**src/rtl/la_pkg.sv**
```systemverilog
// Shared types and default sizing for the logic-analyzer capture path.
package la_pkg;

  localparam int unsigned LA_ENTRIES = 384;
  localparam int unsigned LA_AW      = 9;

  typedef enum logic [1:0] {
    IDLE = 2'd0,
    RUN  = 2'd1,
    POST = 2'd2,
    DONE = 2'd3
  } cap_state_t;

endpackage

```
**src/rtl/cap_addr_cnt.sv**
```systemverilog
// Trace RAM write address counter: clears to 0, advances on inc, wraps after ENTRIES-1.
module cap_addr_cnt
  import la_pkg::*;
#(
  parameter int unsigned ENTRIES = LA_ENTRIES,
  parameter int unsigned AW      = LA_AW
) (
  input  logic          clk,
  input  logic          rst,
  input  logic          clr_i,
  input  logic          inc_i,
  output logic [AW-1:0] addr_o
);

  logic [AW-1:0] addr_q;
  logic [AW-1:0] addr_d;

  always_comb begin
    addr_d = addr_q;
    if (clr_i) begin
      addr_d = '0;
    end else if (inc_i) begin
      addr_d = (addr_q == AW'(ENTRIES - 1)) ? '0 : addr_q + AW'(1);
    end
  end

  always_ff @(posedge clk) begin
    if (rst) begin
      addr_q <= '0;
    end else begin
      addr_q <= addr_d;
    end
  end

  assign addr_o = addr_q;

endmodule

```
**src/rtl/capture_ctrl.sv**
```systemverilog
// Acquisition sequencer: arms trigger_logic once the pre-trigger history is full,
// fills the circular trace RAM, counts post-trigger samples and reports completion.
module capture_ctrl
  import la_pkg::*;
#(
  parameter int unsigned ENTRIES = LA_ENTRIES,
  parameter int unsigned AW      = LA_AW
) (
  input  logic          clk,
  input  logic          rst,
  input  logic          run_cap,
  input  logic          abort,
  input  logic          clr_cap_done,
  input  logic          wrt_smpl,
  input  logic          triggered,
  input  logic [AW-1:0] trig_pos,
  output logic          we,
  output logic [AW-1:0] waddr,
  output logic          armed,
  output logic          set_capture_done,
  output logic          capture_done,
  output logic [AW-1:0] trace_end,
  output logic          capturing
);

  localparam int unsigned CW = AW + 1;

  localparam logic [1:0] ST_IDLE = 2'(IDLE);
  localparam logic [1:0] ST_RUN  = 2'(RUN);
  localparam logic [1:0] ST_POST = 2'(POST);
  localparam logic [1:0] ST_DONE = 2'(DONE);

  logic [1:0]    state_q, state_d;
  logic [CW-1:0] smpl_cnt_q, smpl_cnt_d;
  logic [AW-1:0] post_cnt_q, post_cnt_d;
  logic [AW-1:0] tpos_q, tpos_d;
  logic [AW-1:0] trace_end_q, trace_end_d;
  logic          armed_q, armed_d;
  logic          scd_q, scd_d;
  logic          cdone_q, cdone_d;
  logic          enter_done;
  logic          addr_clr;
  logic [AW-1:0] last_addr;
  logic [AW-1:0] post_cnt_inc;

  assign capturing    = (state_q == ST_RUN) || (state_q == ST_POST);
  assign we           = wrt_smpl & capturing;
  assign addr_clr     = run_cap & ~abort;
  assign post_cnt_inc = post_cnt_q + AW'(1);
  // Address of the most recent write, including one landing this cycle.
  assign last_addr    = we ? waddr :
                        ((waddr == '0) ? AW'(ENTRIES - 1) : waddr - AW'(1));

  cap_addr_cnt #(
    .ENTRIES(ENTRIES),
    .AW     (AW)
  ) u_addr_cnt (
    .clk   (clk),
    .rst   (rst),
    .clr_i (addr_clr),
    .inc_i (we),
    .addr_o(waddr)
  );

  always_comb begin
    state_d     = state_q;
    smpl_cnt_d  = smpl_cnt_q;
    post_cnt_d  = post_cnt_q;
    tpos_d      = tpos_q;
    trace_end_d = trace_end_q;
    armed_d     = 1'b0;
    scd_d       = 1'b0;
    cdone_d     = clr_cap_done ? 1'b0 : cdone_q;
    enter_done  = 1'b0;

    if (abort) begin
      state_d = ST_IDLE;
    end else if (run_cap) begin
      state_d    = ST_RUN;
      smpl_cnt_d = '0;
      post_cnt_d = '0;
      cdone_d    = 1'b0;
      tpos_d     = (trig_pos > AW'(ENTRIES - 1)) ? AW'(ENTRIES - 1) : trig_pos;
    end else begin
      case (state_q)
        ST_RUN: begin
          if (we && (smpl_cnt_q != CW'(ENTRIES))) begin
            smpl_cnt_d = smpl_cnt_q + CW'(1);
          end
          if (triggered && armed_q) begin
            if (tpos_q == '0) begin
              enter_done = 1'b1;
            end else begin
              state_d = ST_POST;
            end
          end else begin
            // Arm only once enough history exists to fill the pre-trigger window.
            armed_d = (smpl_cnt_q >= (CW'(ENTRIES) - CW'(tpos_q)));
          end
        end
        ST_POST: begin
          if (we) begin
            post_cnt_d = post_cnt_inc;
            if (post_cnt_inc == tpos_q) begin
              enter_done = 1'b1;
            end
          end
        end
        default: ;
      endcase

      if (enter_done) begin
        state_d     = ST_DONE;
        scd_d       = 1'b1;
        cdone_d     = 1'b1;
        trace_end_d = last_addr;
      end
    end
  end

  always_ff @(posedge clk) begin
    if (rst) begin
      state_q     <= ST_IDLE;
      smpl_cnt_q  <= '0;
      post_cnt_q  <= '0;
      tpos_q      <= '0;
      trace_end_q <= '0;
      armed_q     <= 1'b0;
      scd_q       <= 1'b0;
      cdone_q     <= 1'b0;
    end else begin
      state_q     <= state_d;
      smpl_cnt_q  <= smpl_cnt_d;
      post_cnt_q  <= post_cnt_d;
      tpos_q      <= tpos_d;
      trace_end_q <= trace_end_d;
      armed_q     <= armed_d;
      scd_q       <= scd_d;
      cdone_q     <= cdone_d;
    end
  end

  assign armed            = armed_q;
  assign set_capture_done = scd_q;
  assign capture_done     = cdone_q;
  assign trace_end        = trace_end_q;

endmodule

```
**config.mk**
```make
export PLATFORM = sky130hd
export DESIGN_NAME = capture_ctrl
export DESIGN_NICKNAME = d
export VERILOG_FILES = /design/src/rtl/la_pkg.sv /design/src/rtl/cap_addr_cnt.sv /design/src/rtl/capture_ctrl.sv
export SDC_FILE = /design/constraint.sdc
export NUM_CORES = 1
export LEC_CHECK = 0
export BUFFER_PORTS_ARGS = -buffer_cell sky130_fd_sc_hd__buf_2
export CORE_UTILIZATION = 40
export DETAILED_ROUTE_END_ITERATION = 10
export PLACE_DENSITY_LB_ADDON = 0.05
export SLEW_MARGIN = 20
export SYNTH_ARGS = -nofsm -noshare
export SYNTH_HDL_FRONTEND = slang
export SYNTH_SLANG_ARGS = --single-unit
```
**constraint.sdc**
```tcl
create_clock -name clk -period 7.7 [get_ports clk]
set_input_delay 0 -clock clk [delete_from_list [all_inputs] [get_ports clk]]
set_output_delay 0 -clock clk [all_outputs]
set_load 0.005 [all_outputs]
```
# After elaboration in Yosys (flattened, before gate mapping)

Index checks and enable logic that the tools add are counted.

Flip-flop bits (word level): 51
Word-level logic and storage cells: 79
Bits of input ports: 16

Mux-type cells: 27
Bitwise operators: 5
Reduce and logical (&&, ||, !) cells: 23
Add/sub/neg operators: 5
$lt $le $gt $ge: 2
Equality and inequality tests: 7

Operator list:

| operator                                                           | count |
|---|---|
| 9-bit two-way mux                                                  | 7 |
| 10-bit two-way mux                                                 | 3 |
| 9-bit by 1-bit adder with 9-bit output, second input constant      | 2 |
| 9-bit logical NOT                                                  | 2 |
| 3-bit AND reduction                                                | 5 |
| 1-bit two-way mux                                                  | 12 |
| 2-bit nonzero test                                                 | 6 |
| 10-bit by 1-bit adder with 10-bit output, second input constant    | 1 |
| 10-bit >= comparator                                               | 1 |
| 10-bit by 9-bit != test with 1-bit output, second input constant   | 1 |
| 9-bit by 9-bit subtractor with 10-bit output, first input constant | 1 |
| 9-bit == test                                                      | 1 |
| 9-bit == test, second input constant                               | 1 |
| 9-bit greater-than comparator, second input constant               | 1 |
| 9-bit by 1-bit subtractor with 9-bit output, second input constant | 1 |
| 2-bit two-way mux                                                  | 4 |
| 3-bit nonzero test                                                 | 2 |
| 5-bit OR reduction                                                 | 1 |
| 2-bit OR reduction                                                 | 2 |
| 3-bit by 2-bit != test with 1-bit output, second input constant    | 1 |
| 1-bit inverter                                                     | 3 |
| 3-bit OR reduction                                                 | 1 |
| 1-bit AND                                                          | 2 |
| 2-bit by 1-bit == test with 1-bit output, second input constant    | 1 |
| other kinds (6)                                                    | 7 |

# Logic depth before layout (Yosys ltp)

Gate-level depths: netlist of run 1.

Word-level depth: 10
Mapped depth: 11
Mapped depth without buffers: 9

# Cells and area by module

Synthesis of run 1 repeated with hierarchy kept, for this count alone.

Cells, all modules: 379
Area total of the unflattened synthesis: 3098.0 um^2

By module, submodules not included:

| module       | area each (um^2) | cells each | times used |
|---|---|---|---|
| capture_ctrl | 2678.8           | 331        | 1 |
| cap_addr_cnt | 419.2            | 48         | 1 |

# Worst setup path after synthesis of run 1

Ideal clock, no wire load.

Path kind: register -> register
Start: register state_q[0]
End: register trace_end_q[4] (netlist: trace_end[4])
Path buffers: 1
Period minus slack after synthesis: 2.455 ns
Data arrival time: 2.369 ns
Cell stages (with the launch flop): 10
Data required time: 7.614 ns
Slack: 5.245 ns
Cell sequence: dfxtp_1 inv_1 ha_1 buf_6 nand3b_4 nor3_1 nand4_1 or4b_4 a211o_1 a211oi_1

Word-level cells in the longest chain between the ends: 8
Elaborated cells between the ends (all ways): 10

RTL lines:

| element                                                                          | RTL line                               | RTL |
|---|---|---|
| from (decl)                                                                      | capture_ctrl.sv:33                     | `logic [1:0] state_q, state_d;` |
| from (signal assigned)                                                           | capture_ctrl.sv:132                    | `state_q <= state_d;` |
| 2-bit by 1-bit == test with 1-bit output / 2-bit == test (equally long branches) | capture_ctrl.sv:46, capture_ctrl.sv:85 |  |
| 1-bit logical OR                                                                 | capture_ctrl.sv:46                     | `assign capturing = (state_q == ST_RUN) \|\| (state_q == ST_POST);` |
| 1-bit AND                                                                        | capture_ctrl.sv:47                     | `assign we = wrt_smpl & capturing;` |
| 1-bit two-way mux                                                                | capture_ctrl.sv:102                    | `if (we) begin` |
| 1-bit one-hot mux with 2 select lines                                            | capture_ctrl.sv:85                     | `case (state_q)` |
| 1-bit two-way mux                                                                | capture_ctrl.sv:78                     | `end else if (run_cap) begin` |
| 1-bit two-way mux                                                                | capture_ctrl.sv:76                     | `if (abort) begin` |
| 3-bit AND reduction (no source line)                                             | n/a                                    |  |
| to (signal assigned)                                                             | capture_ctrl.sv:136                    | `trace_end_q <= trace_end_d;` |
| to (decl)                                                                        | capture_ctrl.sv:37                     | `logic [AW-1:0] trace_end_q, trace_end_d;` |

Parallel ways exist; a longest one is shown, timed or not. The select of a mux whose other input is x is not followed.
A chain may end at the register's enable or synchronous reset.

# Final worst setup path of run 1

Start: register state_q[0]
End: register smpl_cnt_q[9]

Word-level cells in the longest chain between the ends: 6
Elaborated cells between the ends (all ways): 8

RTL lines:

| element                                                                          | RTL line                               | RTL |
|---|---|---|
| 2-bit by 1-bit == test with 1-bit output / 2-bit == test (equally long branches) | capture_ctrl.sv:46, capture_ctrl.sv:85 |  |
| 1-bit logical OR                                                                 | capture_ctrl.sv:46                     |  |
| 1-bit AND                                                                        | capture_ctrl.sv:47                     |  |
| 1-bit logical AND                                                                | capture_ctrl.sv:87                     | `if (we && (smpl_cnt_q != CW'(ENTRIES))) begin` |
| 2-bit nonzero test (no source line)                                              | n/a                                    |  |
| 3-bit AND reduction (no source line) (*)                                         | n/a                                    |  |
| to (signal assigned)                                                             | capture_ctrl.sv:133                    | `smpl_cnt_q <= smpl_cnt_d;` |
| to (decl)                                                                        | capture_ctrl.sv:34                     | `logic [CW-1:0] smpl_cnt_q, smpl_cnt_d;` |

Every way passes the cells marked *; elsewhere a longest branch is shown, timed or not.

==> results of run 1 <==
## through the flow
step	utilization	hold WS, ns
final	0.4747	0.002131
after global routing	0.4747	0.005430
after CTS	0.4747	0.009251
after detailed placement	0.4513	0.2363
after global placement	0.4513	0.2321
after floorplan	-	0.1360
## cells in the mapped netlist, types with 3 or more instances
master	number
nand2b_1	6
nor4_1	3
or3_1	9
nand3b_1	7
nor2b_1	6
a21oi_1	28
a2111oi_0	5
a21o_1	4
o21ai_0	16
o22ai_1	7
nand2_1	24
dfxtp_1	51
a211oi_1	5
nor2_1	45
o211ai_1	3
ha_1	18
clkbuf_1	10
or4_1	5
xor2_1	19
buf_2	4
nor3_1	8
nand4_1	9
inv_1	19
mux2_2	4
nand3_1	10
xnor2_1	15
and3_1	4
## metal layers
layer / share of wire / vias up / wire length [um]
met5: 0 / - / 0
met4: 0.0079 / 0 / 59
met3: 0.035 / 5 / 264
met2: 0.45 / 55 / 3339
met1: 0.51 / 1239 / 3804
li1: - / 1420 / -
## placed cells by master (no fill, tap or decap), types with 4 or more instances in the layout
master,n
o22ai_1,7
mux2_2,4
nor3_1,8
nand3b_1,7
or4_1,5
xor2_1,19
and3_1,4
dfxtp_1,51
ha_1,18
nand2b_1,6
a211oi_1,5
nand4_1,9
or3_1,9
buf_2,38
nand2_1,24
inv_1,19
clkbuf_8,5
nand3_1,10
a2111oi_0,5
a21oi_1,28
nor2_1,45
dlygate4sd3_1,9
o21ai_0,16
xnor2_1,15
a21o_1,4
nor2b_1,6
## sequential cells by signal, indices dropped and copies added (netlist names)
signal,count
state_q,2
post_cnt_q,9
smpl_cnt_q,10
set_capture_done,1
tpos_q,9
armed,1
capture_done,1
trace_end,9
u_addr_cnt.addr_o,9
## kinds of logic after synthesis
| group | count (synthesis) | share of synthesized area |
|---|---|---|
| buffers and inverters | 37 | 0.05157 |
| multiplexers | 5 | 0.01786 |
| flip-flops | 51 | 0.3313 |
| AND/OR/NAND/NOR | 150 | 0.2615 |
| XOR/XNOR | 34 | 0.09663 |
| AO/OA/AOI/OAI | 83 | 0.1681 |
| adder cells (fa/ha/maj) | 18 | 0.07308 |
## power by group
part	switching, W	leakage (nW)	internal (W)	total (W)
Combinational	0.0000348	0.960	0.0000275	0.0000623
Sequential	0.00000642	0.412	0.000267	0.000273
Clock	0.0000898	0.0422	0.0000641	0.000154
## how the worst max path moves through the flow
stage / depth (start not counted) / endpoint / slack (ns)
global route: 8 / trace_end[8] / 4.61
detailed placement: 8 / trace_end[8] / 4.99
CTS: 8 / trace_end[8] / 4.97
finish: 8 / smpl_cnt_q[9] / 4.96
global placement: 8 / smpl_cnt_q[9] / 5.09
floorplan: 9 / trace_end[4] / 5.25
## area by class of cell
cell class	instances	area share
sequential	51	0.2934
clock inverter	1	0.001438
clock buffer	7	0.02193
timing repair buffer	47	0.08055
inverter	19	0.02050
tap	99	0.03560
multi-input combinational	290	0.5466
## worst register-to-register path, delay by kind of cell (launching register included)
kind,cells,cell delay (ns)
AO/OA/AOI/OAI,2,0.28
adder cells (fa/ha/maj),1,0.40
buffers and inverters,2,0.35
flip-flops,1,0.36
AND/OR/NAND/NOR,3,1.28
==> run summary, run 1 <==
Worst skew pair latency: 0.31 ns
Htree depth: 2
DRC: 0
Height of the die: 89.78 um
M2 GR Usage: 0.2891
Status: completed
Tcrit/Tclk final: 0.3562
Final setup margin: 4.957 ns
Main synth FF type: dfxtp_1
Synth area leaders: dfxtp_1 33%, ha_1 7.3%, nor2_1 5.5%, xor2_1 5.4%, a21oi_1 4.5%
EDFF count, synth: 0
Initial antenna violation count: 0
Min-delay src: abort
FF-to-FF Start: state_q[0]
CTS tree: yes
Slew margin rel.: 0.4918
Wirelength per Cell: 14.53 um
Seq. cell area: 1021 um2
Hold Path Cell Cnt: 2
Grt ovf: 0
Fmax: 364.6 MHz
Vias in the first global route: 2,410
Clock root buffer: clkbuf_8
Vias per inst: 5.290
WL final: 7.467 mm
DRT antenna net count: 0
Setup crit start kind: flip-flop
Netlist Area Pre-Place: 3082 um2
Minimum clock period: 2.743 ns
First-pass GRT wire length: 12.20 mm
Global placer's final weighted congestion: 0.8332
Least-Margin Pin Slew: 0.7623 ns
TritonRoute pass-1 iters: 4
Dpl ws: 4.987 ns
Die Wd: 89.78 um
Worst Clk Skew: 0.01555 ns
Met1 Use GR: 0.2716
IO buf count: 38
Footprint of the multi-input gates: 1902 um2
Worst-path clk slew: 0.10 ns
CTS Buffer Depth: 2
Busiest layer in global routing: met2
Leak pwr: 1.414 nW
Crit path max-delay family: simple AND/OR/NAND/NOR gates
Met3 Usage GRT: 0.02792
Hold path endpoint: state_q[0]
Max IR drop VDD: 0.00006146 V
R2r endpoint: smpl_cnt_q[9]
RSZ-0062 raised after global routing: false
FFs w/ async S/R, synth: 0
Initial Util: 0.4204
Fill count: 763
CP peak stage delay: 0.61 ns
Initial DRC Count: 110
Design Area, Final: 3480 um2
Placed cell area: 3308 um2
Slowest stage cell on the critical path: or4_1
Final Setup Violations: 0
Syn. warnings: 0
CTS sink count: 51
Top-area cell type share of the netlist area: 0.3313
FF-to-FF path depth: 8
Final Max Slew Viols: 0
Register area share after synthesis: 0.3313
Worst R2R Setup Slack: 4.96 ns
Syn_nets: 412
Diode count: 0
Max-cap violation count: 0
Overall power: 0.0004895 W
Worst setup path startpoint: state_q[0]
Setup Buffers After CTS: 0
CP cell instances: inv_1, ha_1, nand2b_1, inv_1, a21oi_1, or4_1, or3_1, a21oi_1
Pwr/cell area: 140.7 nW/um2
Final hold violations: 0
Worst Setup Path Type: flip-flop to flip-flop
Synthesized area per cell: 8.153 um2
Core Area: 7331 um2
Largest net degree at the start of global routing: 42
Routed via count: 2,719
Worst path required time: 7.93 ns
CP bufs+invs: 2
Hold-fix buffers, CTS: 9
IO Count: 39
Setup TNS: 0 ns
Detailed placement HPWL: 5.393 mm
Share of layout cells above drive strength 1: 0.1398
All-Layer GR Usage: 0.1870
Cells after synthesis: 378
Final net count: 448
Post-CTS sizing: 0
CTS Buf Count: 5
Crit. End Element: flip-flop
Cell variety after synth: 52
Synth area leader: dfxtp_1
Min-delay worst type: input port to flip-flop
Worst-path maximum fanout: 11
Non-filler cells, final: 514
Cell count after placement: 497
CP arrival: 2.97 ns
Area growth syn-to-layout: 12.91%
Synth Register Bits: 51
Die ar.: 8060 um2
Core Rows: 31
(Power assumes the default switching activity.)
==> run 2: changes to the inputs <==
clock period = 2.2 ns   (was 7.7 ns; I/O delays follow)
==> run 2 against run 1 <==
Effect of this change:
- clock skew fell by 0.010 ns
- largest power group unchanged
- clock power rose to 4.0 times the previous value
- register-to-register slack lost 5.1 ns
- cell area up 14%
- the run now ends with setup timing left
==> run summary, run 2 (same netlist as run 1, synthesis figures left out) <==
Final Max Slew Viols: 0
Final Util: 0.5392
Crit path max-delay family: simple AND/OR/NAND/NOR gates
Vias in the first global route: 2,695
First-pass GRT wire length: 13.20 mm
Initial Util: 0.4204
Grt ovf: 0
CP bufs+invs: 0
Core Area: 7331 um2
DRT antenna net count: 0
Wirelength per Cell: 14.23 um
Slew margin rel.: 0.4645
WL final: 7.910 mm
Worst R2R Setup Slack: -0.14 ns
Die Wd: 89.78 um
CP cell instances: ha_4, xor2_1, nor3_4, nand4_1, or4b_4, a211o_4, a211oi_2
CTS sink count: 51
Routed via count: 2,913
Most flop-heavy register: smpl_cnt_q
Clock root buffer: clkbuf_8
Most frequent cells in the layout: 46 x dfxtp_1, 45 x nor2_1, 42 x buf_4, 38 x buf_2, 27 x a21oi_1
Htree depth: 2
CTS Buf Count: 5
DRC: 0
Fmax: 427.0 MHz
Most common cell after layout, fill and taps aside: dfxtp_1
Max reg flops: 10
Least-Margin Pin Slew: 0.8032 ns
Worst skew pair latency: 0.30 ns
Minimum clock period: 2.342 ns
Pwr/cell area: 461.7 nW/um2
Met3 wire length: 238 um
Setup TNS: -0.4265 ns
Min-delay worst type: input port to flip-flop
Largest net degree at the start of global routing: 42
Slowest stage cell on the critical path: or4b_4
Max IR drop VDD: 0.0002642 V
CTS Buffer Depth: 2
Top sig layer: met4
IO Count: 39
Worst hold slack: 0.01062 ns
Final setup margin: -0.1420 ns
Setup crit start kind: flip-flop
Final Setup Violations: 9
RSZ-0062 raised after global routing: true
Area growth syn-to-layout: 28.26%
WL met2: 3.628 mm
Global placer's final weighted congestion: 0.8574
CTS tree: yes
Initial DRC Count: 138
CP arrival: 2.56 ns
Crit. End Element: flip-flop
Worst Clk Skew: 0.005583 ns
Share of layout cells above drive strength 1: 0.2648
Initial antenna violation count: 0
Leak pwr: 1.659 nW
Worst-path maximum fanout: 5
Final hold violations: 0
Violated checks: setup timing
Height of the die: 89.78 um
Worst-path clk slew: 0.09 ns
Diode count: 0
Vias per inst: 5.239
Overall power: 0.001825 W
M1 WL: 3.974 mm
IO buf count: 38
Worst path required time: 2.42 ns
Core Rows: 31
CP peak stage delay: 0.58 ns
Max-cap violation count: 0
Die ar.: 8060 um2
TritonRoute pass-1 iters: 4
Tcrit/Tclk final: 1.065
Final net count: 490
Worst Setup Path Type: flip-flop to flip-flop
All-Layer GR Usage: 0.1996
Status: complete, but fails checks
Detailed placement HPWL: 5.744 mm
==> run 2: changes by cell type in the layout (fill, tap and decap cells not counted), sizes merged <==
cell    before  now
clkbuf       7    8
clkinv       1    0
buf         38   80
==> run 2: what timing repair did <==
action | in CTS | in global routing
hold endpoints to repair | 9 | 0
hold buffers | 9 | 0
pin swaps | 1 | 0
resized for setup | 10 | 8
endpoints found under the setup margin | 11 | 16
setup buffers | 0 | 0
==> run 2: metrics by stage <==
| step | setup slack, ns | area [um2] | cells |
|---|---|---|---|
| finish | -0.1420 | 3953 | 556 |
| global placement | -0.03891 | 3666 | 539 |
| CTS | -0.08188 | 3910 | 556 |
| global route | -0.2207 | 3953 | 556 |
| floorplan | -0.03805 | 3132 | 378 |
| detailed placement | -0.08562 | 3666 | 539 |
==> run 2: power breakdown <==
part | switching, W | total (W) | internal, W
Combinational | 0.000143 | 0.000265 | 0.000122
Clock | 0.000321 | 0.000609 | 0.000288
Sequential | 0.0000164 | 0.000951 | 0.000934
Total | 0.000480 | 0.00182 | 0.00134
==> run 2: worst paths after layout <==
path                                     from      endpoint  depth (start not counted)
worst min-delay path                    abort    state_q[0]                          2
worst min register to register   trace_end[1]  trace_end[1]                          2
worst max register to register  post_cnt_q[0]  trace_end[8]                          7
worst max-delay path            post_cnt_q[0]  trace_end[8]                          7
==> run 2: metal layers <==
metal  vias to the layer above  global-route usage
met5                         -                   0
met1                      1347              0.2852
met2                        58              0.3154
met3                         7             0.02876
met4                         0             0.04781
li1                       1501                   -
==> run 2: final cells by class <==
| class | instances | area (um2) |
|---|---|---|
| tap | 99 | 123.9 |
| inverter | 19 | 71.32 |
| clock buffer | 8 | 100.1 |
| fill | 701 | 3378 |
| timing repair buffer | 89 | 595.6 |
| multi-input combinational | 290 | 2034 |
| sequential | 51 | 1027 |
==> run 3: changes to the inputs <==
SKIP_CTS_REPAIR_TIMING = 1   (was default)
clock period = 2.7 ns   (was 2.2 ns; I/O delays follow)
==> run 3 against run 2 <==
Effect of this change:
- the run now ends clean
- combinational power down 31%
- total power down 19%
- register-to-register slack better by 0.31 ns
- wire length down 8.4%
- critical path depth unchanged
- fmax down 7.4%
- clock skew up 0.00056 ns
- die area unchanged
- hold slack better by 0.0018 ns
- sequential cell count unchanged
- utilization down 5.4 points
- global-route usage down 1.6 points
- critical endpoint unchanged
==> run summary, run 3 (same netlist as run 1, synthesis figures left out) <==
Crit. End Element: flip-flop
Max reg flops: 10
Fmax: 395.2 MHz
Largest net degree at the start of global routing: 42
Worst hold slack: 0.01239 ns
Initial DRC Count: 104
Cell count after placement: 503
Pwr/cell area: 415.2 nW/um2
Global placer's final weighted congestion: 0.8498
Worst Setup Path Type: flip-flop to flip-flop
Worst-path maximum fanout: 7
CTS Buffer Depth: 2
Most flop-heavy register: smpl_cnt_q
WL final: 7.248 mm
CTS Buf Count: 5
Share of layout cells above drive strength 1: 0.1571
Setup TNS: 0 ns
Vias per inst: 5.197
Diode count: 0
TritonRoute pass-1 iters: 4
Clock root buffer: clkbuf_8
Final Max Slew Viols: 0
Die Wd: 89.78 um
Worst skew pair latency: 0.30 ns
Tcrit/Tclk final: 0.9371
Leak pwr: 1.448 nW
DRT antenna net count: 0
Status: completed
Fill count: 745
Wirelength per Cell: 13.97 um
IO buf count: 38
All-Layer GR Usage: 0.1835
Max IR drop VDD: 0.0002341 V
Final Setup Violations: 0
Max-cap violation count: 0
FF-to-FF path depth: 7
Min-delay worst type: input port to flip-flop
Final net count: 454
Most frequent cells in the layout: 51 x dfxtp_1, 45 x nor2_1, 38 x buf_2, 28 x a21oi_1, 24 x nand2_1
Hold Path Cell Cnt: 2
Non-filler cells, final: 519
Routed via count: 2,697
Overall power: 0.001476 W
First-pass GRT wire length: 12.01 mm
Setup crit start kind: flip-flop
Core Area: 7331 um2
Min-delay src: abort
Worst R2R Setup Slack: 0.17 ns
Final hold violations: 0
DRC: 0
CP arrival: 2.68 ns
Worst Clk Skew: 0.006147 ns
R2r endpoint: trace_end[8]
Height of the die: 89.78 um
CTS tree: yes
CTS sink count: 51
Least-Margin Pin Slew: 0.7553 ns
Core Rows: 31
Htree depth: 2
RSZ-0062 raised after global routing: false
Worst path required time: 2.85 ns
Slew margin rel.: 0.4965
Initial Util: 0.4204
Design Area, Final: 3555 um2
Grt ovf: 0
Hold path endpoint: state_q[0]
Worst-path clk slew: 0.09 ns
FF-to-FF Start: post_cnt_q[0]
Vias in the first global route: 2,445
Die ar.: 8060 um2
Detailed placement HPWL: 5.331 mm
Area growth syn-to-layout: 15.35%
Initial antenna violation count: 0
Most common cell after layout, fill and taps aside: dfxtp_1
IO Count: 39
Minimum clock period: 2.530 ns
Placed cell area: 3353 um2
-- run 3: changes by cell type in the layout (fill, tap and decap cells not counted), sizes merged --
cell / change
buf: -36
bufinv: +1
clkbuf: -2
-- run 3: critical path: stages (launching register included) --
cell	delay [ns]
dfxtp_1	0.44
ha_2	0.32
xor2_1	0.15
nor3_2	0.21
nand4_1	0.12
or4b_4	0.58
a2111oi_1	0.46
a211oi_1	0.09
-- run 3: layout make-up --
| type | count | area [um2] | share of cell area |
|---|---|---|---|
| Timing Repair Buffer | 53 | 325.3 | 0.09152 |
| Clock inverter | 1 | 30.03 | 0.008448 |
| Inverter | 19 | 71.32 | 0.02006 |
| Sequential cell | 51 | 1021 | 0.2872 |
| Multi-Input combinational cell | 290 | 1911 | 0.5375 |
| Clock buffer | 6 | 72.57 | 0.02042 |
| Tap cell | 99 | 123.9 | 0.03485 |
-- run 3: report_power, final --
part	leakage, nW	internal (W)	switching (W)
combinational	0.984	0.0000812	0.000101
sequential	0.412	0.000761	0.0000172
clock	0.0513	0.000272	0.000244
-- run 3: worst max path at each step --
stage                  start           end  slack (ns)  depth (start not counted)
6_report       post_cnt_q[0]  trace_end[8]        0.17                          7
5_1_grt        post_cnt_q[0]  trace_end[6]        0.03                          7
4_1_cts           state_q[0]  trace_end[8]         0.1                          8
3_5_place_dp      state_q[0]  trace_end[8]        0.13                          8
3_3_place_gp      state_q[0]  trace_end[6]        0.16                          8
2_1_floorplan     state_q[0]  trace_end[4]        0.24                          9
-- run 3: metrics by stage --
step	util	worst slack, ns
after floorplan	-	0.2450
after global placement	0.4574	0.1610
final	0.4849	0.1698
after detailed placement	0.4574	0.1314
after global routing	0.4849	0.03253
after CTS	0.4714	0.09625
-- run 3: routing by layer --
metal  vias to the layer above  GRT usage  wire (um)
li1                       1423          -          -
met4                         0    0.05874        105
met2                        60     0.2705       3065
met5                         -          0          0
met3                        10    0.02876        330
met1                      1204     0.2706       3747
